`config.mk`:
```
export PLATFORM = sky130hd
export DESIGN_NAME = int_ctrl_ahb
export DESIGN_NICKNAME = d
export VERILOG_FILES = /design/src/rtl/int_ctrl_pkg.sv /design/src/rtl/int_ctrl_chan.sv /design/src/rtl/int_ctrl_ahb.sv
export SDC_FILE = /design/constraint.sdc
export NUM_CORES = 1
export LEC_CHECK = 0
export BUFFER_PORTS_ARGS = -buffer_cell sky130_fd_sc_hd__buf_4
export CAP_MARGIN = 40
export CORE_MARGIN = 4
export CORE_UTILIZATION = 39
export DETAILED_ROUTE_END_ITERATION = 16
export HOLD_SLACK_MARGIN = 0.02
export PLACE_DENSITY = 0.82
export RECOVER_POWER = 25
export SYNTH_ARGS = -nofsm -noshare
export SYNTH_HDL_FRONTEND = slang
export SYNTH_SLANG_ARGS = --single-unit
```
`constraint.sdc`:
```
create_clock -name clk -period 1.5 [get_ports clk]
set_input_delay 0.15 -clock clk [delete_from_list [all_inputs] [get_ports clk]]
set_output_delay 0.15 -clock clk [all_outputs]
set_load 0.02 [all_outputs]
```
`src/rtl/int_ctrl_pkg.sv`:
```
`default_nettype none
// ============================================================================
// Module      : int_ctrl_pkg
// Description : Shared constants for the AHB-Lite interrupt controller:
//               register word offsets (haddr[4:2]), HTRANS/HSIZE encodings
//               and a small helper that identifies active transfers.
// Revision    : 1.0 - initial release
// ============================================================================
package int_ctrl_pkg;

    // Register word offsets, i.e. the value of haddr[4:2]
    localparam logic [2:0] c_off_status  = 3'd0;   // 0x00
    localparam logic [2:0] c_off_mask    = 3'd1;   // 0x04
    localparam logic [2:0] c_off_pending = 3'd2;   // 0x08
    localparam logic [2:0] c_off_mode    = 3'd3;   // 0x0C
    localparam logic [2:0] c_off_set     = 3'd4;   // 0x10

    // AHB-Lite HTRANS encodings
    localparam logic [1:0] c_htrans_idle   = 2'b00;
    localparam logic [1:0] c_htrans_busy   = 2'b01;
    localparam logic [1:0] c_htrans_nonseq = 2'b10;
    localparam logic [1:0] c_htrans_seq    = 2'b11;

    // Only full-word writes are honoured
    localparam logic [1:0] c_hsize_word = 2'b10;

    // NONSEQ and SEQ both have htrans[1] set; IDLE and BUSY do not
    function automatic logic is_active_trans(input logic [1:0] htrans);
        return htrans[1];
    endfunction

endpackage
`default_nettype wire

```
`src/rtl/int_ctrl_chan.sv`:
```
`default_nettype none
// ============================================================================
// Module      : int_ctrl_chan
// Description : One interrupt channel: input edge detection, edge/level mode
//               selection and the sticky status bit with set-over-clear
//               priority.
// Ports       : clk, reset  - clock, synchronous active-high reset
//               i_int       - raw interrupt source
//               i_mode      - 1 = edge mode, 0 = level mode
//               i_set       - software set request (SET register write)
//               i_clr       - software clear request (W1C or read-to-clear)
//               o_status    - sticky status bit
// Revision    : 1.0 - initial release
// ============================================================================
module int_ctrl_chan
    import int_ctrl_pkg::*;
(
    input  logic clk,
    input  logic reset,
    input  logic i_int,
    input  logic i_mode,
    input  logic i_set,
    input  logic i_clr,
    output logic o_status
);

    logic r_prev_q;
    logic r_prev_d;
    logic r_status_q;
    logic r_status_d;
    logic w_hw_set;

    always_comb begin
        w_hw_set   = i_mode ? (i_int & ~r_prev_q) : i_int;
        // Any set source wins over a clear landing on the same edge, so an
        // event arriving while software clears the bit is never lost.
        r_status_d = w_hw_set | i_set | (r_status_q & ~i_clr);
        r_prev_d   = i_int;
    end

    always_ff @(posedge clk) begin
        if (reset) begin
            r_prev_q   <= 1'b0;
            r_status_q <= 1'b0;
        end else begin
            r_prev_q   <= r_prev_d;
            r_status_q <= r_status_d;
        end
    end

    assign o_status = r_status_q;

endmodule
`default_nettype wire

```
`src/rtl/int_ctrl_ahb.sv`:
```
`default_nettype none
// ============================================================================
// Module      : int_ctrl_ahb
// Description : Interrupt controller with an AHB-Lite slave register port.
//               Registers: STATUS (W1C), MASK, PENDING (optional R2C), MODE,
//               SET (W1S). Zero wait states, never errors.
// Ports       : clk, reset           - clock, synchronous active-high reset
//               ahb_*                - AHB-Lite slave interface
//               int_in[NCH]          - interrupt sources (pulse or level)
//               int_vec_out[NCH]     - STATUS & MASK
//               int_level_out        - OR of int_vec_out
// Revision    : 1.0 - initial release
// ============================================================================
module int_ctrl_ahb
    import int_ctrl_pkg::*;
#(
    parameter int             NCH      = 8,
    parameter int             R2C      = 1,
    parameter logic [NCH-1:0] MASK_RST = {NCH{1'b0}}
) (
    input  logic             clk,
    input  logic             reset,
    input  logic             ahb_hsel,
    input  logic [31:0]      ahb_haddr,
    input  logic [1:0]       ahb_hsize,
    input  logic [1:0]       ahb_htrans,
    input  logic [31:0]      ahb_hwdata,
    input  logic             ahb_hwrite,
    output logic [31:0]      ahb_hrdata,
    output logic             ahb_hresp,
    output logic             ahb_hready,
    input  logic [NCH-1:0]   int_in,
    output logic [NCH-1:0]   int_vec_out,
    output logic             int_level_out
);

    // Data-phase record captured from the address phase
    logic           r_dp_valid_q, r_dp_valid_d;
    logic [2:0]     r_dp_off_q,   r_dp_off_d;
    logic           r_dp_write_q, r_dp_write_d;
    logic [1:0]     r_dp_size_q,  r_dp_size_d;

    logic [NCH-1:0] r_mask_q, r_mask_d;
    logic [NCH-1:0] r_mode_q, r_mode_d;

    logic [NCH-1:0] w_status;
    logic [NCH-1:0] w_pending;
    logic [NCH-1:0] w_w1c;
    logic [NCH-1:0] w_set;
    logic [NCH-1:0] w_r2c;
    logic [NCH-1:0] w_clr;
    logic [31:0]    w_rdata;
    logic           w_wr_ok;
    logic           w_rd_ok;
    logic           w_unused;

    // Address bits outside [4:2], htrans[0] and the upper write-data bits
    // carry no meaning for this register file.
    assign w_unused = ^{ahb_haddr[31:5], ahb_haddr[1:0], ahb_htrans[0], ahb_hwdata};

    assign w_pending = w_status & r_mask_q;

    always_comb begin
        r_dp_valid_d = ahb_hsel & is_active_trans(ahb_htrans);
        r_dp_off_d   = ahb_haddr[4:2];
        r_dp_write_d = ahb_hwrite;
        r_dp_size_d  = ahb_hsize;

        w_wr_ok  = r_dp_valid_q & r_dp_write_q & (r_dp_size_q == c_hsize_word);
        w_rd_ok  = r_dp_valid_q & ~r_dp_write_q;

        r_mask_d = r_mask_q;
        r_mode_d = r_mode_q;
        w_w1c    = '0;
        w_set    = '0;
        w_r2c    = '0;
        w_rdata  = '0;

        if (w_wr_ok) begin
            case (r_dp_off_q)
                c_off_status: w_w1c    = ahb_hwdata[NCH-1:0];
                c_off_mask:   r_mask_d = ahb_hwdata[NCH-1:0];
                c_off_mode:   r_mode_d = ahb_hwdata[NCH-1:0];
                c_off_set:    w_set    = ahb_hwdata[NCH-1:0];
                default: ;
            endcase
        end

        if (w_rd_ok) begin
            case (r_dp_off_q)
                c_off_status:  w_rdata[NCH-1:0] = w_status;
                c_off_mask:    w_rdata[NCH-1:0] = r_mask_q;
                c_off_pending: w_rdata[NCH-1:0] = w_pending;
                c_off_mode:    w_rdata[NCH-1:0] = r_mode_q;
                default: ;
            endcase
        end

        // Read-to-clear removes exactly the bits returned on the bus
        if ((R2C != 0) && w_rd_ok && (r_dp_off_q == c_off_pending)) begin
            w_r2c = w_pending;
        end

        w_clr = w_w1c | w_r2c;
    end

    // Reset wins over everything, so a data phase coinciding with reset is
    // discarded without applying its write or read-to-clear side effect.
    always_ff @(posedge clk) begin
        if (reset) begin
            r_dp_valid_q <= 1'b0;
            r_dp_off_q   <= '0;
            r_dp_write_q <= 1'b0;
            r_dp_size_q  <= '0;
            r_mask_q     <= MASK_RST;
            r_mode_q     <= '1;
        end else begin
            r_dp_valid_q <= r_dp_valid_d;
            r_dp_off_q   <= r_dp_off_d;
            r_dp_write_q <= r_dp_write_d;
            r_dp_size_q  <= r_dp_size_d;
            r_mask_q     <= r_mask_d;
            r_mode_q     <= r_mode_d;
        end
    end

    generate
        for (genvar gi = 0; gi < NCH; gi++) begin : g_chan
            int_ctrl_chan u_chan (
                .clk      (clk),
                .reset    (reset),
                .i_int    (int_in[gi]),
                .i_mode   (r_mode_q[gi]),
                .i_set    (w_set[gi]),
                .i_clr    (w_clr[gi]),
                .o_status (w_status[gi])
            );
        end
    endgenerate

    assign ahb_hrdata    = w_rdata;
    assign ahb_hresp     = 1'b0;
    assign ahb_hready    = 1'b1;
    assign int_vec_out   = w_pending;
    assign int_level_out = |w_pending;

endmodule
`default_nettype wire

```
==> summary.txt, run 1 <==
Syn avg cell area: 8.54 µm²
Flops & latches, synth: 39
Die height: 80.2 µm
Root buffer cell: clkbuf_8
Placed cells: 370
Status: finished, violations left
Worst-margin pin slew: 0.914 ns
Routed len/inst: 14.5 µm
Critical Path AT: 1.86 ns
Die X: 80.2 µm
Worst EP required: 1.35 ns
Final nets: 394
Synth Cell Area: 2030 µm²
Pwr/cell area: 842 nW/µm²
Sink Count: 39
# IOs: 123
WS Path Type: flop to output pin
Filler cell count: 466
Final design area excluding fillers: 2870 µm²
Grt total ovfl: 0
First-pass GRT wire length: 8830 µm
Top-count cell post-synth: dfxtp_1
Final wirelength: 5590 µm
Synth top area share: 38.4%
DR vias/cell: 5.20
Clock Latency Late Sink: 0.30 ns
Initial Utilization: 40.1%
Final setup margin: -0.513 ns
Worst flop-to-flop path endpoint: g_chan[3].u_chan.o_status
Placed cell area: 2600 µm²
Final hold slack: 0.0608 ns
Hold Crit Depth: 2
Area contributors post-synth: dfxtp_1 38%, buf_4 9.6%, nor2b_1 4.9%
Die ar.: 6430 µm²
Port-buffer cells: 42
Hold crit path type: primary input to flop
Post-DP HPWL: 4010 µm
FP Rows: 26
Fin. Hold Viols: 0
Max VDD drop: 0.546 mV
Pre-antenna DRT Iters: 4
TritonCTS Buffers: 5
GR Util All Layers: 17.8%
Pins Over Slew Limit: 0
Antenna violations before repair: 0
Period utilization: 134%
H-Tree Level Count: 2
DRC Markers: 0
Beginning of the worst register-to-register path: r_dp_off_q[0]
Crit end category: output pin
Setup slack, reg-to-reg: 0.07 ns
Yosys warns: 0
CTS max path bufs: 2
Antenna violation net count after detailed routing: 0
Worst setup SP type: flop
Max-cap viol count: 0
Failing checks: setup timing
Hold Path Sink: r_dp_off_q[0]
Post-synth top flop: dfxtp_1
Share of cells above drive strength 1: 38.7%
Worst Skew: 0.00714 ns
Post-Layout Cell Count: 385
Initial DRC Count: 188
Via count: 2003
RSZ-0062 raised after global routing: yes
Static Leak: 1.29 nW
Ys async rst share: 0%
Syn Inst Count: 238
Worst Reg2Reg Path Length in Cells: 5
Netlist cell types: 34
Overall Power: 2.42 mW
TritonCTS clock tree: done
Max-slew headroom: 39.1%
Synth cell count leaders: 39 x dfxtp_1, 26 x buf_4, 16 x inv_1, 16 x nor2b_1, 10 x nor2_1
Fmax: 497 MHz
Final Setup Violations: 4
Cts-stage hold buffer count: 0
Hold path start: ahb_haddr[2]
EDFF count, synth: 0
Setup TNS: -0.566 ns
P&R area growth vs syn: 41.3%
GP Congestion: 0.815
Core ar.: 5070 µm²
Final Critical Period: 2.01 ns
Worst Path Max Fanout: 2
Number of antenna diodes: 0
Register area share after synthesis: 38.4%
Clk pin slew, worst setup/hold paths: 0.08 ns
Largest net degree at the start of global routing: 22
Vias in the first global route: 1940
Largest area contributor in the netlist: dfxtp_1
[registers in the layout, summed over array words and instances, names as in the netlist]
register / flops
g_chan.u_chan.o_status: 8
g_chan.u_chan.r_prev_q: 8
r_mask_q: 8
r_mode_q: 8
r_dp_off_q: 3
r_dp_size_q: 2
r_dp_valid_q: 1
r_dp_write_q: 1
[worst max-delay path, stage by stage (launching register included)]
cell and delay, ns:
dfxtp_2 0.33, and2_4 0.15, or4_4 0.51, or4_4 0.42
buf_6 0.14
[power breakdown]
group,leakage [nW],switching [mW],internal [mW]
sequential,0.324,0.0270,1.08
combinational,0.909,0.230,0.177
clock,0.0612,0.370,0.538
[how the worst max path moves through the flow]
stage | end | from | depth (start not counted)
2_1_floorplan | int_level_out | g_chan[2].u_chan.o_status | 3
3_3_place_gp | int_level_out | g_chan[2].u_chan.o_status | 4
3_5_place_dp | int_level_out | g_chan[2].u_chan.o_status | 4
4_1_cts | int_level_out | g_chan[0].u_chan.o_status | 4
5_1_grt | int_level_out | g_chan[0].u_chan.o_status | 4
6_report | int_level_out | g_chan[0].u_chan.o_status | 4
[final cells by class]
type                       count  area, µm²  area share, %
clock buffer                   6       82.6           2.87
sequential                    39        796           27.7
multi-input combinational    164       1140           39.5
tap                           70       87.6           3.05
inverter                      16       60.1           2.09
timing repair buffer          88        676           23.5
clock inverter                 2       35.0           1.22
[cell usage in the layout (no fill, tap or decap), drive strengths merged, types with 2 or more instances in the layout]
master / synthesis / layout
nand2: 2 / 2
buf: 36 / 85
nand4: 8 / 8
a31oi: 8 / 8
and2: 9 / 9
nor3: 8 / 8
nor2: 10 / 10
o21ai: 8 / 8
o22ai: 8 / 8
a221o: 8 / 8
nor2b: 16 / 16
or4: 2 / 2
conb: 2 / 26
dfxtp: 39 / 39
nand3b: 2 / 2
clkbuf: 7 / 9
inv: 16 / 16
a21oi: 8 / 8
nand3: 8 / 8
a21boi: 8 / 8
a211o: 8 / 8
a311oi: 8 / 8
[stage by stage]
| stage | setup WS [ns] | util (%) |
|---|---|---|
| 2_1_floorplan | -0.0937 | - |
| 3_3_place_gp | -0.183 | 51.2 |
| 3_5_place_dp | -0.191 | 51.2 |
| 4_1_cts | -0.497 | 56.2 |
| 5_1_grt | -0.564 | 56.6 |
| 6_report | -0.513 | 56.6 |
[cell families after synthesis]
family                    share of synthesized area [%]
and+or+nand+nor                                    22.0
AOI/OAI and AO/OA                                  22.6
xor gates and xnor gates                          0.431
other                                             0.369
DFF                                                38.4
buffers and inverters                              16.2
[per-layer routing]
| layer | up-vias | GRT usage [%] | share of wire [%] |
|---|---|---|---|
| met5 | - | 0 | 0 |
| met4 | 0 | 7.77 | 2.0 |
| met3 | 12 | 3.59 | 8.2 |
| met2 | 93 | 32.4 | 51 |
| met1 | 948 | 20.0 | 39 |
| li1 | 950 | - | - |
[what timing repair did]
| action | CTS | global route |
|---|---|---|
| endpoints found under the hold margin | 0 | 0 |
| resized for setup | 28 | 4 |
| endpoints found under the setup margin | 14 | 11 |
| pin swaps | 2 | 0 |
| setup buffers | 5 | 2 |
Power figures use the tool's default switching activity.
==> run 2: changes to the inputs <==
SKIP_CTS_REPAIR_TIMING = 1   (was not set)
==> run 2 against run 1 <==
The flow still finishes with violations (setup timing). Cell area is 2.0% lower. Register-to-register slack better by 0.03 ns. Combinational power is 6.6% lower. Sequential cell count stayed put. Clock skew hardly changed. Via count is 2.5% lower. Critical path depth stayed put. Count of clock-buffer cells in the layout stayed put. Fmax is 1.1% higher. Sequential power hardly changed. First-iteration DRC count is 6.4% lower. Core utilization is 1.1 points lower. Critical path type unchanged. Largest power group unchanged.
==> summary.txt, run 2 (synthesized netlist as in run 1, its figures left out) <==
Pwr/cell area: 849 nW/µm²
Hold Crit Depth: 2
Grt met3 use: 3.25%
Worst Skew: 0.00722 ns
Fmax: 502 MHz
DRC Markers: 0
WS Path Type: flop to output pin
FP Rows: 26
Placed cell area: 2600 µm²
Overall Power: 2.39 mW
Antenna violations before repair: 0
Post-Layout Cell Count: 380
Worst Reg2Reg Path Length in Cells: 4
RSZ-0062 raised after global routing: yes
Largest net degree at the start of global routing: 22
Grt peak-use layer: met2
Filler cell count: 470
Period utilization: 133%
Most common cell after layout, fill and taps aside: buf_4
Worst EP required: 1.35 ns
Core ar.: 5070 µm²
Sink Count: 39
Vias in the first global route: 1915
Worst Path Max Fanout: 2
Antenna violation net count after detailed routing: 0
Die height: 80.2 µm
Initial Utilization: 40.1%
Routed len/inst: 14.3 µm
Grt total ovfl: 0
TritonCTS clock tree: done
Reg area: 792 µm²
Pre-antenna DRT Iters: 4
Worst-margin pin slew: 0.913 ns
Critical Path AT: 1.84 ns
Clock Latency Late Sink: 0.30 ns
Met1 usage: 19.5%
Port-buffer cells: 42
H-Tree Level Count: 2
Failing checks: setup timing
Share of cells above drive strength 1: 37.7%
Final setup margin: -0.492 ns
CTS max path bufs: 2
Clk pin slew, worst setup/hold paths: 0.07 ns
Pins Over Slew Limit: 0
Die X: 80.2 µm
Max-slew headroom: 39.1%
Beginning of the worst register-to-register path: r_dp_off_q[1]
Commonest cells after routing, fill and taps aside: 74 x buf_4, 34 x dfxtp_1, 26 x conb_1
Placed cells: 370
Hold Path Sink: r_dp_off_q[0]
Crit end category: output pin
Fin. Hold Viols: 0
DR vias/cell: 5.14
Via count: 1953
TritonCTS Buffers: 5
Number of antenna diodes: 0
P&R area growth vs syn: 38.5%
Max-cap viol count: 0
Hold path start: ahb_haddr[2]
Final Setup Violations: 6
First-pass GRT wire length: 8590 µm
Worst flop-to-flop path endpoint: r_mode_q[0]
Max VDD drop: 0.547 mV
Met2 Use GR: 31.4%
Post-DP HPWL: 4010 µm
Worst setup SP type: flop
Area of the multi-input gates: 1120 µm²
Final Critical Period: 1.99 ns
# IOs: 123
Final core occ: 55.5%
GP Congestion: 0.815
Hold crit path type: primary input to flop
Static Leak: 1.26 nW
Setup slack, reg-to-reg: 0.10 ns
Root buffer cell: clkbuf_8
Final wirelength: 5440 µm
Initial DRC Count: 176
GR Util All Layers: 17.3%
Status: finished, violations left
Final design area excluding fillers: 2820 µm²
Final nets: 389
Die ar.: 6430 µm²
-- run 2: how the worst max path moves through the flow --
stage                                          from       endpoint  slack, ns
final                                   r_mask_q[2]  int_level_out      -0.49
after global routing                    r_mask_q[2]  int_level_out      -0.55
after CTS                 g_chan[2].u_chan.o_status  int_level_out      -0.52
after detailed placement  g_chan[2].u_chan.o_status  int_level_out      -0.19
after global placement    g_chan[2].u_chan.o_status  int_level_out      -0.18
after floorplan           g_chan[2].u_chan.o_status  int_level_out      -0.09
-- run 2: layout make-up --
cell class / count / area share (%)
flip-flops and latches: 39 / 28.1
clock inverters: 2 / 1.24
repair buffers: 83 / 22.5
well taps: 70 / 3.11
inverters: 16 / 2.13
multi-input cells: 164 / 39.9
clock buffers: 6 / 2.93
-- run 2: per-stage QoR --
step	setup TNS (ns)	setup slack, ns	hold WS, ns
global route	-1.15	-0.549	0.0576
floorplan	-0.0937	-0.0937	0.230
finish	-0.557	-0.492	0.0628
CTS	-2.83	-0.517	0.0594
detailed placement	-0.193	-0.191	0.367
global placement	-0.183	-0.183	0.366
-- run 2: metal layers --
metal / wire length (µm) / part of all wire [%]
met2: 2740 / 50
met3: 502 / 9.2
met4: 148 / 2.7
met1: 2050 / 38
met5: 0 / 0
-- run 2: report_power, final --
group	leakage [nW]	total (mW)	switching (mW)	internal, mW
Combinational	0.876	0.381	0.217	0.164
Sequential	0.323	1.11	0.0297	1.08
Clock	0.0612	0.901	0.363	0.538
Total	1.26	2.39	0.610	1.78
-- run 2: critical path, cell delays in order, from the launching register on --
cell and delay (ns):
dfxtp_1 0.32, and2_4 0.15, or4_4 0.51, or4_4 0.42
buf_6 0.14
